<file path="config.mk">
export PLATFORM = sky130hd
export DESIGN_NAME = cordic_multi_mode_flat
export DESIGN_NICKNAME = d
export VERILOG_FILES = /design/src/rtl/cordic_multi_mode_if.sv /design/src/rtl/cordic_multi_mode.sv /design/src/flat_wrapper.sv
export SDC_FILE = /design/constraint.sdc
export NUM_CORES = 1
export LEC_CHECK = 0
export ABC_AREA = 1
export BUFFER_PORTS_ARGS = -buffer_cell sky130_fd_sc_hd__buf_2
export CAP_MARGIN = 5
export CORE_MARGIN = 4
export CORE_UTILIZATION = 25
export DETAILED_ROUTE_END_ITERATION = 10
export PLACE_DENSITY = 0.47
export SKIP_LAST_GASP = 1
export SLEW_MARGIN = 20
export SYNTH_ARGS = -nofsm -noshare
export SYNTH_HDL_FRONTEND = slang
export SYNTH_SLANG_ARGS = --single-unit
</file>
<file path="constraint.sdc">
create_clock -name clk -period 4.5 [get_ports clk]
set_input_delay 0.45 -clock clk [delete_from_list [all_inputs] [get_ports clk]]
set_output_delay 0.45 -clock clk [all_outputs]
set_load 0.01 [all_outputs]
</file>
<file path="src/rtl/cordic_multi_mode_if.sv">
// TinyQV peripheral bus bundle: register address, write/read strobes,
// read data and acknowledge. The CPU side is the master.
interface cordic_multi_mode_if;
  logic [5:0]  address;
  logic [31:0] data_in;
  logic [1:0]  data_write_n;
  logic [1:0]  data_read_n;
  logic [31:0] data_out;
  logic        data_ready;

  modport master (
    output address, data_in, data_write_n, data_read_n,
    input  data_out, data_ready
  );

  modport slave (
    input  address, data_in, data_write_n, data_read_n,
    output data_out, data_ready
  );
endinterface

</file>
<file path="src/rtl/cordic_multi_mode.sv">
// Iterative CORDIC co-processor on the TinyQV peripheral bus.
// Rotation mode produces (x*cos - y*sin, y*cos + x*sin) scaled by the
// CORDIC gain; vectoring mode produces magnitude (scaled) and atan(y/x).
// One micro-rotation per clock, results rounded and saturated to WIDTH.
// GUARD must be at least 1.
module cordic_multi_mode #(
  parameter int WIDTH = 16,
  parameter int ITERS = 14,
  parameter int GUARD = 2
) (
  input  logic               clk,
  input  logic               rst_n,
  input  logic [7:0]         ui_in,
  output logic [7:0]         uo_out,
  cordic_multi_mode_if.slave bus,
  output logic               user_interrupt
);

  // Internal datapath: GUARD extra integer bits and GUARD extra fraction bits
  localparam int IW = WIDTH + 2 * GUARD;
  localparam int FB = WIDTH - 2 + GUARD;

  // The atan table is held with 24 fraction bits and re-aligned to FB
  localparam int          ATAN_SHR  = (FB < 24) ? 24 - FB : 0;
  localparam int          ATAN_SHL  = (FB > 24) ? FB - 24 : 0;
  localparam logic [63:0] ATAN_HALF = (64'd1 << ATAN_SHR) >> 1;

  localparam logic signed [IW:0] RND_HALF = (IW + 1)'(2 ** (GUARD - 1));
  localparam logic signed [IW:0] SAT_MAX  = (IW + 1)'(2 ** (WIDTH - 1) - 1);
  localparam logic signed [IW:0] SAT_MIN  = -SAT_MAX - (IW + 1)'(1);

  // pi/2 in Q2.(WIDTH-2), derived from 2*atan(1) with 24 fraction bits
  localparam int                      HALF_PI_Q = (26353590 + (1 << (25 - WIDTH))) >> (26 - WIDTH);
  localparam logic signed [WIDTH-1:0] HALF_PI   = WIDTH'(HALF_PI_Q);

  localparam logic [4:0] LAST_ITER = 5'(ITERS - 1);

  localparam logic [5:0] A_X_IN   = 6'h00;
  localparam logic [5:0] A_Y_IN   = 6'h04;
  localparam logic [5:0] A_Z_IN   = 6'h08;
  localparam logic [5:0] A_CTRL   = 6'h0C;
  localparam logic [5:0] A_X_OUT  = 6'h10;
  localparam logic [5:0] A_Y_OUT  = 6'h14;
  localparam logic [5:0] A_Z_OUT  = 6'h18;
  localparam logic [5:0] A_STATUS = 6'h1C;

  typedef enum logic [1:0] {S_IDLE, S_RUN, S_FIN} state_t;

  state_t state, state_nxt;

  logic signed [WIDTH-1:0] x_in, y_in, z_in;
  logic signed [WIDTH-1:0] x_out, y_out, z_out;
  logic signed [WIDTH-1:0] x_fin, y_fin, z_fin;
  logic signed [IW-1:0]    x_acc, y_acc, z_acc;
  logic signed [IW-1:0]    x_sh, y_sh, atan_i;
  logic [4:0]              iter;
  logic                    mode, irq_en, run_mode;
  logic                    done, overrun, range_err;

  logic        wr_en, rd_en, start_req;
  logic        load, step, finish, busy;
  logic        rot_neg, range_hit;
  logic        rd_ack;
  logic [31:0] rd_val;
  logic        unused_bits;

  // atan(2^-idx) with 24 fraction bits, rounded to the datapath fraction
  function automatic logic signed [IW-1:0] atan_lut(input logic [4:0] idx);
    logic [63:0] raw;
    case (idx)
      5'd0:    raw = 64'd13176795;
      5'd1:    raw = 64'd7778716;
      5'd2:    raw = 64'd4110060;
      5'd3:    raw = 64'd2086331;
      5'd4:    raw = 64'd1047214;
      5'd5:    raw = 64'd524117;
      5'd6:    raw = 64'd262123;
      5'd7:    raw = 64'd131069;
      5'd8:    raw = 64'd65536;
      5'd9:    raw = 64'd32768;
      5'd10:   raw = 64'd16384;
      5'd11:   raw = 64'd8192;
      5'd12:   raw = 64'd4096;
      5'd13:   raw = 64'd2048;
      5'd14:   raw = 64'd1024;
      5'd15:   raw = 64'd512;
      5'd16:   raw = 64'd256;
      5'd17:   raw = 64'd128;
      5'd18:   raw = 64'd64;
      5'd19:   raw = 64'd32;
      5'd20:   raw = 64'd16;
      5'd21:   raw = 64'd8;
      5'd22:   raw = 64'd4;
      5'd23:   raw = 64'd2;
      default: raw = 64'd0;
    endcase
    raw = ((raw + ATAN_HALF) >> ATAN_SHR) << ATAN_SHL;
    return $signed(raw[IW-1:0]);
  endfunction

  // Drop the guard fraction bits with round-half-up, then clamp to WIDTH
  function automatic logic signed [WIDTH-1:0] round_sat(input logic signed [IW-1:0] v);
    logic signed [IW:0] rnd;
    rnd = $signed({v[IW-1], v}) + RND_HALF;
    rnd = rnd >>> GUARD;
    if (rnd > SAT_MAX) return $signed(SAT_MAX[WIDTH-1:0]);
    if (rnd < SAT_MIN) return $signed(SAT_MIN[WIDTH-1:0]);
    return $signed(rnd[WIDTH-1:0]);
  endfunction

  // Operand in Q2.(WIDTH-2) to the guarded internal format
  function automatic logic signed [IW-1:0] widen(input logic signed [WIDTH-1:0] v);
    return $signed({{GUARD{v[WIDTH-1]}}, v, {GUARD{1'b0}}});
  endfunction

  function automatic logic [31:0] sext32(input logic signed [WIDTH-1:0] v);
    return {{(32 - WIDTH){v[WIDTH-1]}}, v};
  endfunction

  assign wr_en     = (bus.data_write_n != 2'b11);
  assign rd_en     = (bus.data_read_n != 2'b11);
  assign start_req = wr_en && (bus.address == A_CTRL) && bus.data_in[0];

  // Range check uses the MODE bit carried by the starting CTRL write
  assign range_hit = bus.data_in[1] ? x_in[WIDTH-1]
                                    : ((z_in > HALF_PI) || (z_in < -HALF_PI));

  // FSM state register
  always_ff @(posedge clk or negedge rst_n) begin
    if (!rst_n) state <= S_IDLE;
    else        state <= state_nxt;
  end

  // FSM next-state: ITERS cycles of RUN, then one finishing cycle
  always_comb begin
    state_nxt = state;
    case (state)
      S_IDLE:  if (start_req) state_nxt = S_RUN;
      S_RUN:   if (iter == LAST_ITER) state_nxt = S_FIN;
      S_FIN:   state_nxt = S_IDLE;
      default: state_nxt = S_IDLE;
    endcase
  end

  // FSM outputs: datapath strobes and the BUSY indication
  always_comb begin
    load   = 1'b0;
    step   = 1'b0;
    finish = 1'b0;
    busy   = 1'b1;
    case (state)
      S_IDLE: begin
        busy = 1'b0;
        load = start_req;
      end
      S_RUN:   step   = 1'b1;
      S_FIN:   finish = 1'b1;
      default: busy   = 1'b0;
    endcase
  end

  // Micro-rotation terms; sign(0) is treated as positive
  assign x_sh    = x_acc >>> iter;
  assign y_sh    = y_acc >>> iter;
  assign atan_i  = atan_lut(iter);
  assign rot_neg = run_mode ? ~y_acc[IW-1] : z_acc[IW-1];

  assign x_fin = round_sat(x_acc);
  assign y_fin = round_sat(y_acc);
  assign z_fin = round_sat(z_acc);

  // CORDIC accumulators and iteration counter
  always_ff @(posedge clk or negedge rst_n) begin
    if (!rst_n) begin
      x_acc    <= '0;
      y_acc    <= '0;
      z_acc    <= '0;
      iter     <= '0;
      run_mode <= 1'b0;
    end else if (load) begin
      x_acc    <= widen(x_in);
      y_acc    <= widen(y_in);
      z_acc    <= widen(z_in);
      iter     <= '0;
      run_mode <= bus.data_in[1];
    end else if (step) begin
      if (rot_neg) begin
        x_acc <= x_acc + y_sh;
        y_acc <= y_acc - x_sh;
        z_acc <= z_acc + atan_i;
      end else begin
        x_acc <= x_acc - y_sh;
        y_acc <= y_acc + x_sh;
        z_acc <= z_acc - atan_i;
      end
      iter <= iter + 5'd1;
    end
  end

  // Result registers, written in the finishing cycle
  always_ff @(posedge clk or negedge rst_n) begin
    if (!rst_n) begin
      x_out <= '0;
      y_out <= '0;
      z_out <= '0;
    end else if (finish) begin
      x_out <= x_fin;
      y_out <= y_fin;
      z_out <= z_fin;
    end
  end

  // Operand and control registers; writes land even while running
  always_ff @(posedge clk or negedge rst_n) begin
    if (!rst_n) begin
      x_in   <= '0;
      y_in   <= '0;
      z_in   <= '0;
      mode   <= 1'b0;
      irq_en <= 1'b0;
    end else if (wr_en) begin
      case (bus.address)
        A_X_IN: x_in <= bus.data_in[WIDTH-1:0];
        A_Y_IN: y_in <= bus.data_in[WIDTH-1:0];
        A_Z_IN: z_in <= bus.data_in[WIDTH-1:0];
        A_CTRL: begin
          mode   <= bus.data_in[1];
          irq_en <= bus.data_in[2];
        end
        default: ;
      endcase
    end
  end

  // Sticky status flags; a completion outranks a same-cycle clear of DONE
  always_ff @(posedge clk or negedge rst_n) begin
    if (!rst_n) begin
      done      <= 1'b0;
      overrun   <= 1'b0;
      range_err <= 1'b0;
    end else if (load) begin
      done      <= 1'b0;
      overrun   <= 1'b0;
      range_err <= range_hit;
    end else begin
      if (wr_en && (bus.address == A_STATUS)) begin
        if (bus.data_in[1]) done      <= 1'b0;
        if (bus.data_in[2]) overrun   <= 1'b0;
        if (bus.data_in[3]) range_err <= 1'b0;
      end
      if (start_req && busy) overrun <= 1'b1;
      if (finish)            done    <= 1'b1;
    end
  end

  // Read mux; result reads stall through RUN and are served from the
  // rounding logic during the finishing cycle
  always_comb begin
    rd_ack = 1'b1;
    rd_val = 32'd0;
    case (bus.address)
      A_X_IN:   rd_val = sext32(x_in);
      A_Y_IN:   rd_val = sext32(y_in);
      A_Z_IN:   rd_val = sext32(z_in);
      A_CTRL:   rd_val = {29'd0, irq_en, mode, 1'b0};
      A_X_OUT: begin
        rd_ack = (state != S_RUN);
        rd_val = sext32((state == S_FIN) ? x_fin : x_out);
      end
      A_Y_OUT: begin
        rd_ack = (state != S_RUN);
        rd_val = sext32((state == S_FIN) ? y_fin : y_out);
      end
      A_Z_OUT: begin
        rd_ack = (state != S_RUN);
        rd_val = sext32((state == S_FIN) ? z_fin : z_out);
      end
      A_STATUS: rd_val = {28'd0, range_err, overrun, done, busy};
      default:  rd_val = 32'd0;
    endcase
  end

  assign bus.data_ready  = wr_en | (rd_en & rd_ack);
  assign bus.data_out    = (rd_en && rd_ack) ? rd_val : 32'd0;
  assign user_interrupt  = done & irq_en;
  assign uo_out          = 8'd0;
  assign unused_bits     = ^{ui_in, bus.data_in[31:WIDTH]};

endmodule

</file>
<file path="src/flat_wrapper.sv">
// flat-port wrapper written by rule: the top's interface ports become plain ports
module cordic_multi_mode_flat 
#(
  parameter int WIDTH = 16,
  parameter int ITERS = 14,
  parameter int GUARD = 2
)
  (clk, rst_n, ui_in, uo_out, user_interrupt, bus_address, bus_data_in, bus_data_write_n, bus_data_read_n, bus_data_out, bus_data_ready);
  cordic_multi_mode_if bus_i ();
  input  logic clk;
  input  logic rst_n;
  input  logic [7:0] ui_in;
  output logic [7:0] uo_out;
  output logic user_interrupt;
  input wire logic [$bits(bus_i.address)-1:0] bus_address;
  input wire logic [$bits(bus_i.data_in)-1:0] bus_data_in;
  input wire logic [$bits(bus_i.data_write_n)-1:0] bus_data_write_n;
  input wire logic [$bits(bus_i.data_read_n)-1:0] bus_data_read_n;
  output wire logic [$bits(bus_i.data_out)-1:0] bus_data_out;
  output wire logic [$bits(bus_i.data_ready)-1:0] bus_data_ready;
  assign bus_i.address = bus_address;
  assign bus_i.data_in = bus_data_in;
  assign bus_i.data_write_n = bus_data_write_n;
  assign bus_i.data_read_n = bus_data_read_n;
  assign bus_data_out = bus_i.data_out;
  assign bus_data_ready = bus_i.data_ready;
  cordic_multi_mode #(.WIDTH(WIDTH), .ITERS(ITERS), .GUARD(GUARD)) u_core (.clk(clk), .rst_n(rst_n), .ui_in(ui_in), .uo_out(uo_out), .bus(bus_i), .user_interrupt(user_interrupt));
endmodule
</file>
# Word-level counts from Yosys, hierarchy flattened
# Memories as Yosys holds them, arrays and structs flattened.
# Cells that the tools add are included.
[totals]
register_bits = 169
romBits = 768
input_bits = 52
out_inout_bits = 42
word_cells = 141
memories = 1
[op_classes]
add_sub_neg = 11
magnitude_cmp = 8
eq_ne = 15
n_shift = 2
n_mux = 58
bitwise_logic = 4
reduce_logical = 25
[mem_list]
columns = ["memory", "depth", "width", "read_ports", "rd_clocked_by_memory_dff", "write_ports", "line_no", "rtl"]
rows = [
  ["(name not given)", 32, 24, 1, 0, 0, "cordic_multi_mode.sv:70", "case (idx)"],
]
[op_table]
columns = ["op", "n"]
rows = [
  ["one-hot mux 32 bit (8 select lines)", 1],
  ["2-to-1 mux 16 bit", 15],
  ["2-to-1 mux 20 bit", 9],
  ["adder 20 x 3 -> 21 bit, second input constant", 3],
  ["adder 20 bit", 3],
  ["subtractor 20 bit", 3],
  ["> comparator 19 x 16 -> 1 bit, second input constant", 3],
  ["< comparator 19 x 16 -> 1 bit, second input constant", 3],
  [">>> shifter 20 x 5 -> 20 bit", 2],
  ["2-to-1 mux 32 bit", 1],
  ["adder 28 x 8 -> 28 bit, second input constant", 1],
  ["2-to-1 mux 1 bit", 27],
  ["== test 6 x 5 -> 1 bit, second input constant", 4],
  ["> comparator 16 bit, second input constant", 1],
  ["< comparator 16 bit, second input constant", 1],
  ["AND reduction 2 bit", 8],
  ["== test 6 x 4 -> 1 bit, second input constant", 2],
  ["nonzero test 3 bit", 4],
  ["2-to-1 mux 5 bit", 2],
  ["== test 6 x 3 -> 1 bit, second input constant", 1],
  ["logical NOT 6 bit", 1],
  ["!= test 2 x 1 -> 1 bit, second input constant", 3],
  ["nonzero test 2 bit", 3],
  ["adder 5 x 1 -> 5 bit, second input constant", 1],
  ["14 further kinds", 21],
]

# Longest topological paths before layout
# Gate-level depths: netlist of run 1.
[depth]
depth_word = 9
depth_mapped = 38
depth_no_buf = 36

# Least setup slack after synthesis of run 1
# No wires, ideal clock.
[synth_timing]
path_kind = "flip-flop to flip-flop"
startpoint = "register u_core.iter[1]"
endpoint = "register u_core.z_acc[19]"
setup_time_ns = 0.118
t_arrival_ns = 3.868
required_time_ns = 4.382
setup_slack_ns = 0.514
stages_incl_launch_ff = 30
n_path_buf = 1
synth_period_minus_slack_ns = 3.986
cell_sequence = "dfrtp_1 -> inv_2 -> buf_2 -> ha_1 -> inv_1 -> nor2_1 -> inv_1 -> o21a_1 -> inv_1 -> ha_1 -> nand2_1 -> nor2_2 -> nand3_1 -> xor2_1 -> nand2_1 -> nor2_2 -> nor2_1 -> xor2_1 -> inv_1 -> ha_1 -> a21oi_1 -> o21ai_0 -> and2_1 -> o21ai_0 -> nand3_1 -> xor2_1 -> inv_1 -> nand3_1 -> nand3_1 -> nand2_1"
[synth_between]
elab_chain_len = 6
elab_cells_between_ends = 7
classes_between = "add/sub (3); mux (3); memory (1)"
[synth_rtl]
columns = ["element", "line_no", "rtl"]
rows = [
  ["start, declared", "cordic_multi_mode.sv:56", "logic [4:0] iter;"],
  ["start signal, assigned", "cordic_multi_mode.sv:196", "iter <= iter + 5'd1;"],
  ["memory read (32 x 24 bit) *", "--", ""],
  ["adder 28 x 8 -> 28 bit *", "cordic_multi_mode.sv:97", "raw = ((raw + ATAN_HALF) >> ATAN_SHR) << ATAN_SHL;"],
  ["subtractor 20 bit / adder 20 bit (equally long branches)", "cordic_multi_mode.sv:194, cordic_multi_mode.sv:190", ""],
  ["2-to-1 mux 20 bit *", "cordic_multi_mode.sv:187", "if (rot_neg) begin"],
  ["2-to-1 mux 20 bit *", "cordic_multi_mode.sv:186", "end else if (step) begin"],
  ["2-to-1 mux 20 bit *", "cordic_multi_mode.sv:180", "end else if (load) begin"],
  ["end signal, assigned", "cordic_multi_mode.sv:183", "z_acc <= widen(z_in);"],
  ["end signal, assigned", "cordic_multi_mode.sv:190", "z_acc <= z_acc + atan_i;"],
  ["end signal, assigned", "cordic_multi_mode.sv:194", "z_acc <= z_acc - atan_i;"],
  ["end, declared", "cordic_multi_mode.sv:54", "logic signed [IW-1:0] x_acc, y_acc, z_acc;"],
]
# Mark *: on every way between the ends. The rest lies on a longest branch, timed or not. The select of a mux whose other input is x is not followed.
# A chain may end at the register's enable or synchronous reset.

# Worst setup path after layout of run 1
[layout_timing]
startpoint = "register u_core.iter[0]"
endpoint = "register u_core.x_acc[19]"
[layout_between]
elab_chain_len = 5
elab_cells_between_ends = 6
classes_between = "add/sub (2); shift (1); mux (3)"
[layout_rtl]
columns = ["element", "line_no", "rtl"]
rows = [
  [">>> shifter 20 x 5 -> 20 bit *", "cordic_multi_mode.sv:164", "assign y_sh = y_acc >>> iter;"],
  ["subtractor 20 bit / adder 20 bit (equally long branches)", "cordic_multi_mode.sv:192, cordic_multi_mode.sv:188", ""],
  ["2-to-1 mux 20 bit *", "cordic_multi_mode.sv:187", ""],
  ["2-to-1 mux 20 bit *", "cordic_multi_mode.sv:186", ""],
  ["2-to-1 mux 20 bit *", "cordic_multi_mode.sv:180", ""],
  ["end signal, assigned", "cordic_multi_mode.sv:181", "x_acc <= widen(x_in);"],
  ["end signal, assigned", "cordic_multi_mode.sv:188", "x_acc <= x_acc + y_sh;"],
  ["end signal, assigned", "cordic_multi_mode.sv:192", "x_acc <= x_acc - y_sh;"],
  ["end, declared", "cordic_multi_mode.sv:54", ""],
]
# Marks and branches as above.

==> results of run 1 <==
final cells by class:
| cell class | instances | area (um2) | area share |
|---|---|---|---|
| Tap cell | 855 | 1070 | 0.0550 |
| Clock inverter | 13 | 130 | 0.00669 |
| Clock buffer | 19 | 443 | 0.0228 |
| Inverter | 300 | 1140 | 0.0588 |
| Multi-Input combinational cell | 1968 | 10900 | 0.558 |
| Timing Repair Buffer | 206 | 1570 | 0.0809 |
| Sequential cell | 169 | 4230 | 0.218 |
through the flow:
step | cells | setup WS, ns | utilization
after floorplan | 2550 | 0.514 | -
after global placement | 3475 | 0.0669 | 0.281
after detailed placement | 3475 | 0.118 | 0.281
after CTS | 3507 | 0.0760 | 0.290
after global routing | 3530 | -0.138 | 0.300
final | 3530 | 0.210 | 0.300
layout by cell type (no fill, tap or decap), drive strengths merged, types with 33 or more instances in the layout:
master,netlist,layout
nand3,251,251
dfrtp,169,169
buf,71,201
nor2,196,196
o21ai,165,165
nor3,51,51
nand2,751,751
ha,80,80
inv,295,302
o221ai,35,35
nand4,39,39
xor2,87,87
a21oi,110,110
xnor2,33,33
repair_timing:
item,CTS,global route
setup buffers,0,18
endpoints found under the setup margin,0,33
resized for setup,0,106
metal layers:
metal	global-route usage	wire, um	vias to the layer above
li1	-	-	8562
met1	0.250	30700	8495
met2	0.296	29800	575
met3	0.0248	3370	100
met4	0.0517	2180	0
met5	0	0	-
kinds of logic (layout without fill, tap and decap cells):
family	Yosys count	after routing	synth area share
other	1	8	0.000228
buffers and inverters	413	538	0.108
flip-flops	169	169	0.257
multiplexers	1	1	0.000608
AO/OA/AOI/OAI	403	403	0.147
adder cells (fa/ha/maj)	83	83	0.0645
AND/OR/NAND/NOR	1353	1353	0.359
XOR/XNOR	120	120	0.0639
final timing paths:
path | to | slack (ns)
max | u_core.x_acc[19]$_DFFE_PN0P_ | 0.21
max reg2reg | u_core.x_acc[19]$_DFFE_PN0P_ | 0.21
max in group asynchronous | u_core.x_acc[14]$_DFFE_PN0P_ | 3.43
min reg2reg | u_core.y_out[1]$_DFFE_PN0P_ | 0.48
min in group clk | u_core.irq_en$_DFFE_PN0P_ | 0.27
min | u_core.z_in[12]$_DFFE_PN0P_ | 0.11
==> flow_summary.toml, run 1 <==
[detailed_routing]
first_pass_iters = 6
post_drt_via_cell_ratio = 5.02
detailroute.via_count = 17732
totalWireLength_um = 66100
ant_nets = 0
drt_first_iter_violations = 1628
drt_drc_violations_left = 0
post_drt_wl_per_cell_um = 18.7

[yosys]
postSynthCellCount = 2543
ys_ff_latch = 169
synth_enable_flop_cells = 0
ys_top_cells_by_area = "sky130_fd_sc_hd__dfrtp_1 26%, sky130_fd_sc_hd__nand2_1 17%, sky130_fd_sc_hd__nand3_1 7.5%"
synthesis.area_um2 = 16500
synth_top_area_cell = "sky130_fd_sc_hd__dfrtp_1"
yosysMostFrequentCell = "sky130_fd_sc_hd__nand2_1"
synth.avg_cell_area_um2 = 6.47
synth_ff_type = "sky130_fd_sc_hd__dfrtp_1"
synth-seq-area-share = 0.257
synth_top_area_frac = 0.257
yosysWarnings = 0
unique_masters_post_synth = 62
synth.cells.most_frequent = "739 x sky130_fd_sc_hd__nand2_1, 279 x sky130_fd_sc_hd__inv_1, 246 x sky130_fd_sc_hd__nand3_1"
postSynth.asyncResetShare = 1.00

[setup_path]
worstSetupPathType = "reg2reg"
critPathSlowestCell = "sky130_fd_sc_hd__dfrtp_2"
crit_path_max_incr_delay_ns = 0.50
critPathLaunch = "u_core.iter[0]$_DFFE_PN0P_"
worstPathRequired_ns = 4.89
critical_path_arrival_ns = 4.68
reg2reg_depth = 31
worst_path_dominant_cell_family = "simple AND/OR/NAND/NOR gates"
worstPathMaxFanout = 19
timing.critical_path.depth = 31
timing.critical_path.buf_inv = 7
worst_path_most_repeated_cell = "sky130_fd_sc_hd__nand2_1"
worst_r2r_startpoint = "u_core.iter[0]$_DFFE_PN0P_"
critPathLaunchType = "flip-flop"
end_kind = "flip-flop"

[timing]
final-hold-violation-count = 0
finClkSkew_ns = 0.0156
totalNegativeSetupSlack_ns = 0
worst-slew-pin-transition_ns = 1.08
fin_worst_hold_slack_ns = 0.113
timing.final.crit_share = 0.953
final_slew_viol_count = 0
rsz0062_at_grt = "yes"
max_freq_mhz = 233
post-route-min-period_ns = 4.29
timing.slew.headroom = 0.276
finalSetupViolCount = 0

[clock_tree]
postCtsHoldBufs = 0
clock-root-buffer = "sky130_fd_sc_hd__clkbuf_16"
clkSinkCount = 169
cts_tree = "built"
worst_setup_hold_path_clk_slew_ns = 0.08
cts_buffer_depth = 2
cts-buffers-inserted = 17
worst_skew_pair.late_latency_ns = 0.46
htreeDepth = 4

[place]
placed_cell_area_um2 = 18200
port-buffer-count = 61
dp.final_hpwl_um = 52000
place.gp.congestion = 0.959

[global_routing]
grt_first_pass_wirelength_um = 99500
globalRouteTotalUtil = 0.181
globalRouteOverflowTotal = 0
grt_antenna_before_repair = 1
grt_pass1_vias = 16869
largest_net_degree_at_the_start_of_global_routing = 102

[layout]
final_layout_size_suffix_gt1_frac = 0.157
fin_nets = 2797
nFillCells = 7189
n_antenna_cell = 0
final_area_um2 = 19500
area_growth_syn_to_layout_pct = 18.2
top_regs = "u_core.x_acc: 20 flops, u_core.y_acc: 20 flops, u_core.z_acc: 20 flops"

[floorplan]
start_util = 0.254
io_pins = 94
std_cell_rows = 93
die-height_um = 265
die_area_um2 = 70000
die_x_um = 265
design.core.area_um2 = 64800

[outcome]
outcome = "completed"

[min_path]
timing.hold.worst.class = "in2async"

[run]
maxCapViolCount = 0
Power of run 1 is left out: the tool's default activity adds up to more than one toggle a clock period on the data nets, which glitch-free logic cannot reach.
==> inputs of run 2 (changes only) <==
--- a/config.mk
+++ b/config.mk
@@ -10,8 +10,10 @@
 export CAP_MARGIN = 5
 export CORE_MARGIN = 4
 export CORE_UTILIZATION = 25
+export CTS_BUF_LIST = sky130_fd_sc_hd__clkbuf_8
 export DETAILED_ROUTE_END_ITERATION = 10
 export PLACE_DENSITY = 0.47
+export SETUP_SLACK_MARGIN = 0.1
 export SKIP_LAST_GASP = 1
 export SLEW_MARGIN = 20
 export SYNTH_ARGS = -nofsm -noshare
==> flow_summary.toml, run 2 (synthesis results as in run 1) <==
[timing]
final_slew_viol_count = 0
totalNegativeSetupSlack_ns = 0
timing.final.crit_share = 0.941
finClkSkew_ns = 0.0224
post-route-min-period_ns = 4.24
worst-slew-pin-transition_ns = 1.08
timing.slew.headroom = 0.277
final-hold-violation-count = 0
max_freq_mhz = 236
finalSetupViolCount = 0
rsz0062_at_grt = "yes"

[floorplan]
design.core.area_um2 = 64800
io_pins = 94
std_cell_rows = 93
die_x_um = 265
start_util = 0.254
die_area_um2 = 70000
die-height_um = 265

[place]
place.gp.congestion = 0.959
port-buffer-count = 61
dp.final_hpwl_um = 52000

[layout]
top_regs = "u_core.x_acc: 20 flops, u_core.y_acc: 20 flops, u_core.z_acc: 20 flops"
nFillCells = 7166
final_layout_size_suffix_gt1_frac = 0.186
area_growth_syn_to_layout_pct = 20.3
most_common_cell_after_layout_fill_and_taps_aside = "sky130_fd_sc_hd__nand2_1"
fin_nets = 2816
layout_common_cells = "713 x sky130_fd_sc_hd__nand2_1, 278 x sky130_fd_sc_hd__inv_1, 234 x sky130_fd_sc_hd__nand3_1, 164 x sky130_fd_sc_hd__dfrtp_1, 157 x sky130_fd_sc_hd__nor2_1"
n_antenna_cell = 0

[detailed_routing]
drt_first_iter_violations = 1676
first_pass_iters = 6
detailroute.via_count = 17817
totalWireLength_um = 66800
post_drt_wl_per_cell_um = 18.8
drt_drc_violations_left = 0
ant_nets = 0
post_drt_via_cell_ratio = 5.02

[clock_tree]
worst_setup_hold_path_clk_slew_ns = 0.11
cts-buffers-inserted = 17
cts_tree = "built"
clock-root-buffer = "sky130_fd_sc_hd__clkbuf_8"
htreeDepth = 4
cts_buffer_depth = 2
clkSinkCount = 169
worst_skew_pair.late_latency_ns = 0.51

[setup_path]
worstSetupPathType = "reg2reg"
critical_path_arrival_ns = 4.61
worst_path_dominant_cell_family = "compound AO/OA/AOI/OAI gates"
r2r_setup_slack_ns = 0.26
timing.critical_path.buf_inv = 6
crit_path_max_incr_delay_ns = 0.52
reg2reg_depth = 25
end_kind = "flip-flop"
critPathSlowestCell = "sky130_fd_sc_hd__dfrtp_2"
critPathLaunchType = "flip-flop"
worst_r2r_startpoint = "u_core.iter[0]$_DFFE_PN0P_"
worstPathMaxFanout = 10
reg2reg_to = "u_core.x_acc[9]$_DFFE_PN0P_"
worstPathRequired_ns = 4.87

[global_routing]
globalRouteOverflowTotal = 0
grt_pass1_vias = 16866
globalRouteTotalUtil = 0.181
grt_antenna_before_repair = 1
largest_net_degree_at_the_start_of_global_routing = 102
grt_first_pass_wirelength_um = 99400

[run]
maxCapViolCount = 0

[min_path]
timing.hold.worst.class = "in2async"

[outcome]
outcome = "completed"
## run 2: through the flow
stage | instances | setup WS [ns] | instance area [um2] | utilization | hold WS (ns)
2_1_floorplan | 2550 | 0.514 | 16500 | - | 0.154
3_3_place_gp | 3475 | 0.0669 | 18200 | 0.281 | 0.460
3_5_place_dp | 3475 | 0.118 | 18200 | 0.281 | 0.463
4_1_cts | 3507 | 0.105 | 18600 | 0.287 | 0.0872
5_1_grt | 3549 | 0.00876 | 19800 | 0.305 | 0.111
6_report | 3549 | 0.264 | 19800 | 0.305 | 0.0619
## run 2: worst max-delay path by stage
stage / start / endpoint / slack, ns / depth (start not counted)
finish: u_core.iter[0]$_DFFE_PN0P_ / u_core.x_acc[9]$_DFFE_PN0P_ / 0.26 / 25
global route: u_core.iter[0]$_DFFE_PN0P_ / u_core.z_acc[13]$_DFFE_PN0P_ / 0.009 / 25
CTS: u_core.iter[0]$_DFFE_PN0P_ / u_core.y_acc[19]$_DFFE_PN0P_ / 0.10 / 25
detailed placement: u_core.iter[1]$_DFFE_PN0P_ / u_core.x_acc[19]$_DFFE_PN0P_ / 0.12 / 31
global placement: u_core.iter[3]$_DFFE_PN0P_ / u_core.x_acc[12]$_DFFE_PN0P_ / 0.07 / 22
floorplan: u_core.iter[1]$_DFFE_PN0P_ / u_core.z_acc[19]$_DFFE_PN0P_ / 0.51 / 29
## run 2: area by class of cell
cell class                      count  area [um2]  area share
Tap cell                          855        1070      0.0540
Clock buffer                       18         248      0.0125
Clock inverter                     14         134     0.00676
Timing Repair Buffer              225        1730      0.0873
Inverter                          300        1140      0.0578
Multi-Input combinational cell   1968       11200       0.568
Sequential cell                   169        4240       0.214
## run 2: layer usage
layer	GRT usage	up-vias	wire [um]
met1	0.249	8547	30900
li1	-	8607	-
met4	0.0517	0	2160
met2	0.297	557	30400
met5	0	-	0
met3	0.0236	106	3370
## run 2: timing repair
item / CTS / global route
pin swaps: 0 / 62
buffers inserted: 0 / 35
resized for setup: 4 / 190
cloned: 0 / 7
hold buffers: 0 / 0
endpoints found under the setup margin: 3 / 34
Power of run 2 is left out for the same reason.
==> inputs of run 3 (changes only) <==
--- a/config.mk
+++ b/config.mk
@@ -8,7 +8,6 @@
 export ABC_AREA = 1
 export BUFFER_PORTS_ARGS = -buffer_cell sky130_fd_sc_hd__buf_2
 export CAP_MARGIN = 5
-export CORE_MARGIN = 4
 export CORE_UTILIZATION = 25
 export CTS_BUF_LIST = sky130_fd_sc_hd__clkbuf_8
 export DETAILED_ROUTE_END_ITERATION = 10
==> flow_summary.toml, run 3 (synthesis results as in run 1) <==
[place]
dp.final_hpwl_um = 52100
port-buffer-count = 61
placed_cells = 3482
place.gp.congestion = 0.929
placed_cell_area_um2 = 18300

[layout]
nFillCells = 7274
final_layout_size_suffix_gt1_frac = 0.174
top_regs = "u_core.x_acc: 20 flops, u_core.y_acc: 20 flops, u_core.z_acc: 20 flops"
area_growth_syn_to_layout_pct = 19.1
layoutNonFillerInstCount = 3540
layout_common_cells = "718 x sky130_fd_sc_hd__nand2_1, 276 x sky130_fd_sc_hd__inv_1, 234 x sky130_fd_sc_hd__nand3_1, 166 x sky130_fd_sc_hd__dfrtp_1, 164 x sky130_fd_sc_hd__nor2_1"
fin_nets = 2807
final_area_um2 = 19600
most_common_cell_after_layout_fill_and_taps_aside = "sky130_fd_sc_hd__nand2_1"
layout.core_utilization = 0.303

[setup_path]
critical_path_arrival_ns = 4.74
critPathSlowestCell = "sky130_fd_sc_hd__dfrtp_2"
crit_path_max_incr_delay_ns = 0.47
worstPathMaxFanout = 6
worst_path_dominant_cell_family = "simple AND/OR/NAND/NOR gates"
end_kind = "flip-flop"
worst_path_most_repeated_cell = "sky130_fd_sc_hd__nand3_1"
worstPathRequired_ns = 4.99
critPathLaunchType = "flip-flop"
r2r_setup_slack_ns = 0.25
timing.critical_path.buf_inv = 5
worstSetupPathType = "reg2reg"

[timing]
final-hold-violation-count = 0
worst-slew-pin-transition_ns = 1.09
timing.final.crit_share = 0.945
max_freq_mhz = 235
finalSetupViolCount = 0
timing.slew.headroom = 0.270
final_slew_viol_count = 0
finClkSkew_ns = 0.0160
rsz0062_at_grt = "yes"
post-route-min-period_ns = 4.25
totalNegativeSetupSlack_ns = 0

[floorplan]
std_cell_rows = 93
io_pins = 94
start_util = 0.254
die-height_um = 259
die_area_um2 = 66900
die_x_um = 259
design.core.area_um2 = 64700

[global_routing]
grt_antenna_before_repair = 1
grt_first_pass_wirelength_um = 98700
grt_pass1_vias = 16762
globalRouteOverflowTotal = 0
largest_net_degree_at_the_start_of_global_routing = 87
globalRouteTotalUtil = 0.194

[detailed_routing]
ant_nets = 0
drt_first_iter_violations = 1408
detailroute.via_count = 17678
totalWireLength_um = 66000
drt_drc_violations_left = 0
post_drt_wl_per_cell_um = 18.7
post_drt_via_cell_ratio = 4.99
first_pass_iters = 6

[clock_tree]
cts_tree = "built"
clkSinkCount = 169
cts-buffers-inserted = 17
cts_buffer_depth = 2
clock-root-buffer = "sky130_fd_sc_hd__clkbuf_8"
worst_setup_hold_path_clk_slew_ns = 0.11
htreeDepth = 4
worst_skew_pair.late_latency_ns = 0.55

[outcome]
outcome = "completed"

[run]
maxCapViolCount = 0

[min_path]
timing.hold.worst.class = "in2reg"
run 3: changes by cell type in the layout (fill, tap and decap cells not counted), sizes merged:
cell / previous run / this run
clkbuf: 23 / 20
inv: 303 / 301
clkinv: 10 / 9
bufinv: 0 / 3
diode: 0 / 1
dlygate4sd3: 0 / 1
buf: 220 / 212
run 3: routing by layer:
metal	global-route usage	up-vias	routed length, um
met5	0	-	0
met4	0.0722	0	2270
met3	0.0362	90	4040
met2	0.303	525	29400
met1	0.265	8487	30300
li1	-	8576	-
run 3: final cells by class:
type                       count  area (um2)  area share
tap                          855        1070      0.0546
inverter                     300        1140      0.0581
multi-input combinational   1968       11100       0.567
sequential                   169        4230       0.216
antenna                        1        2.50    0.000128
clock inverter                14         208      0.0106
clock buffer                  17         234      0.0119
timing repair buffer         216        1600      0.0818
run 3: repair_timing:
item,4_1_cts,5_1_grt
gates cloned,0,3
setup buffers,0,22
endpoints found under the hold margin,85,0
pin swaps,0,50
resized for setup,3,143
hold buffers,1,0
setup endpoints to repair,5,33
run 3: final timing paths:
kind | from | end | depth (start not counted)
max in group asynchronous | rst_n | u_core.y_acc[12]$_DFFE_PN0P_ | 3
hold reg to reg | u_core.y_out[0]$_DFFE_PN0P_ | u_core.y_out[0]$_DFFE_PN0P_ | 2
hold / removal | bus_data_in[2] | u_core.irq_en$_DFFE_PN0P_ | 3
min in group asynchronous | rst_n | u_core.x_in[9]$_DFFE_PN0P_ | 2
setup / recovery | u_core.iter[0]$_DFFE_PN0P_ | u_core.z_acc[19]$_DFFE_PN0P_ | 28
setup reg to reg | u_core.iter[0]$_DFFE_PN0P_ | u_core.z_acc[19]$_DFFE_PN0P_ | 28
run 3: tightest hold or removal path: stages:
cell and delay [ns]:
sky130_fd_sc_hd__buf_2 0.10, sky130_fd_sc_hd__nand2_1 0.05, sky130_fd_sc_hd__o21ai_0 0.06
run 3: through the flow:
step	hold WS [ns]	setup WS [ns]
floorplan	0.154	0.514
global placement	0.463	0.00259
detailed placement	0.467	0.112
CTS	0.0737	0.102
global route	0.126	-0.0603
finish	0.133	0.249
Power of run 3 is left out for the same reason.
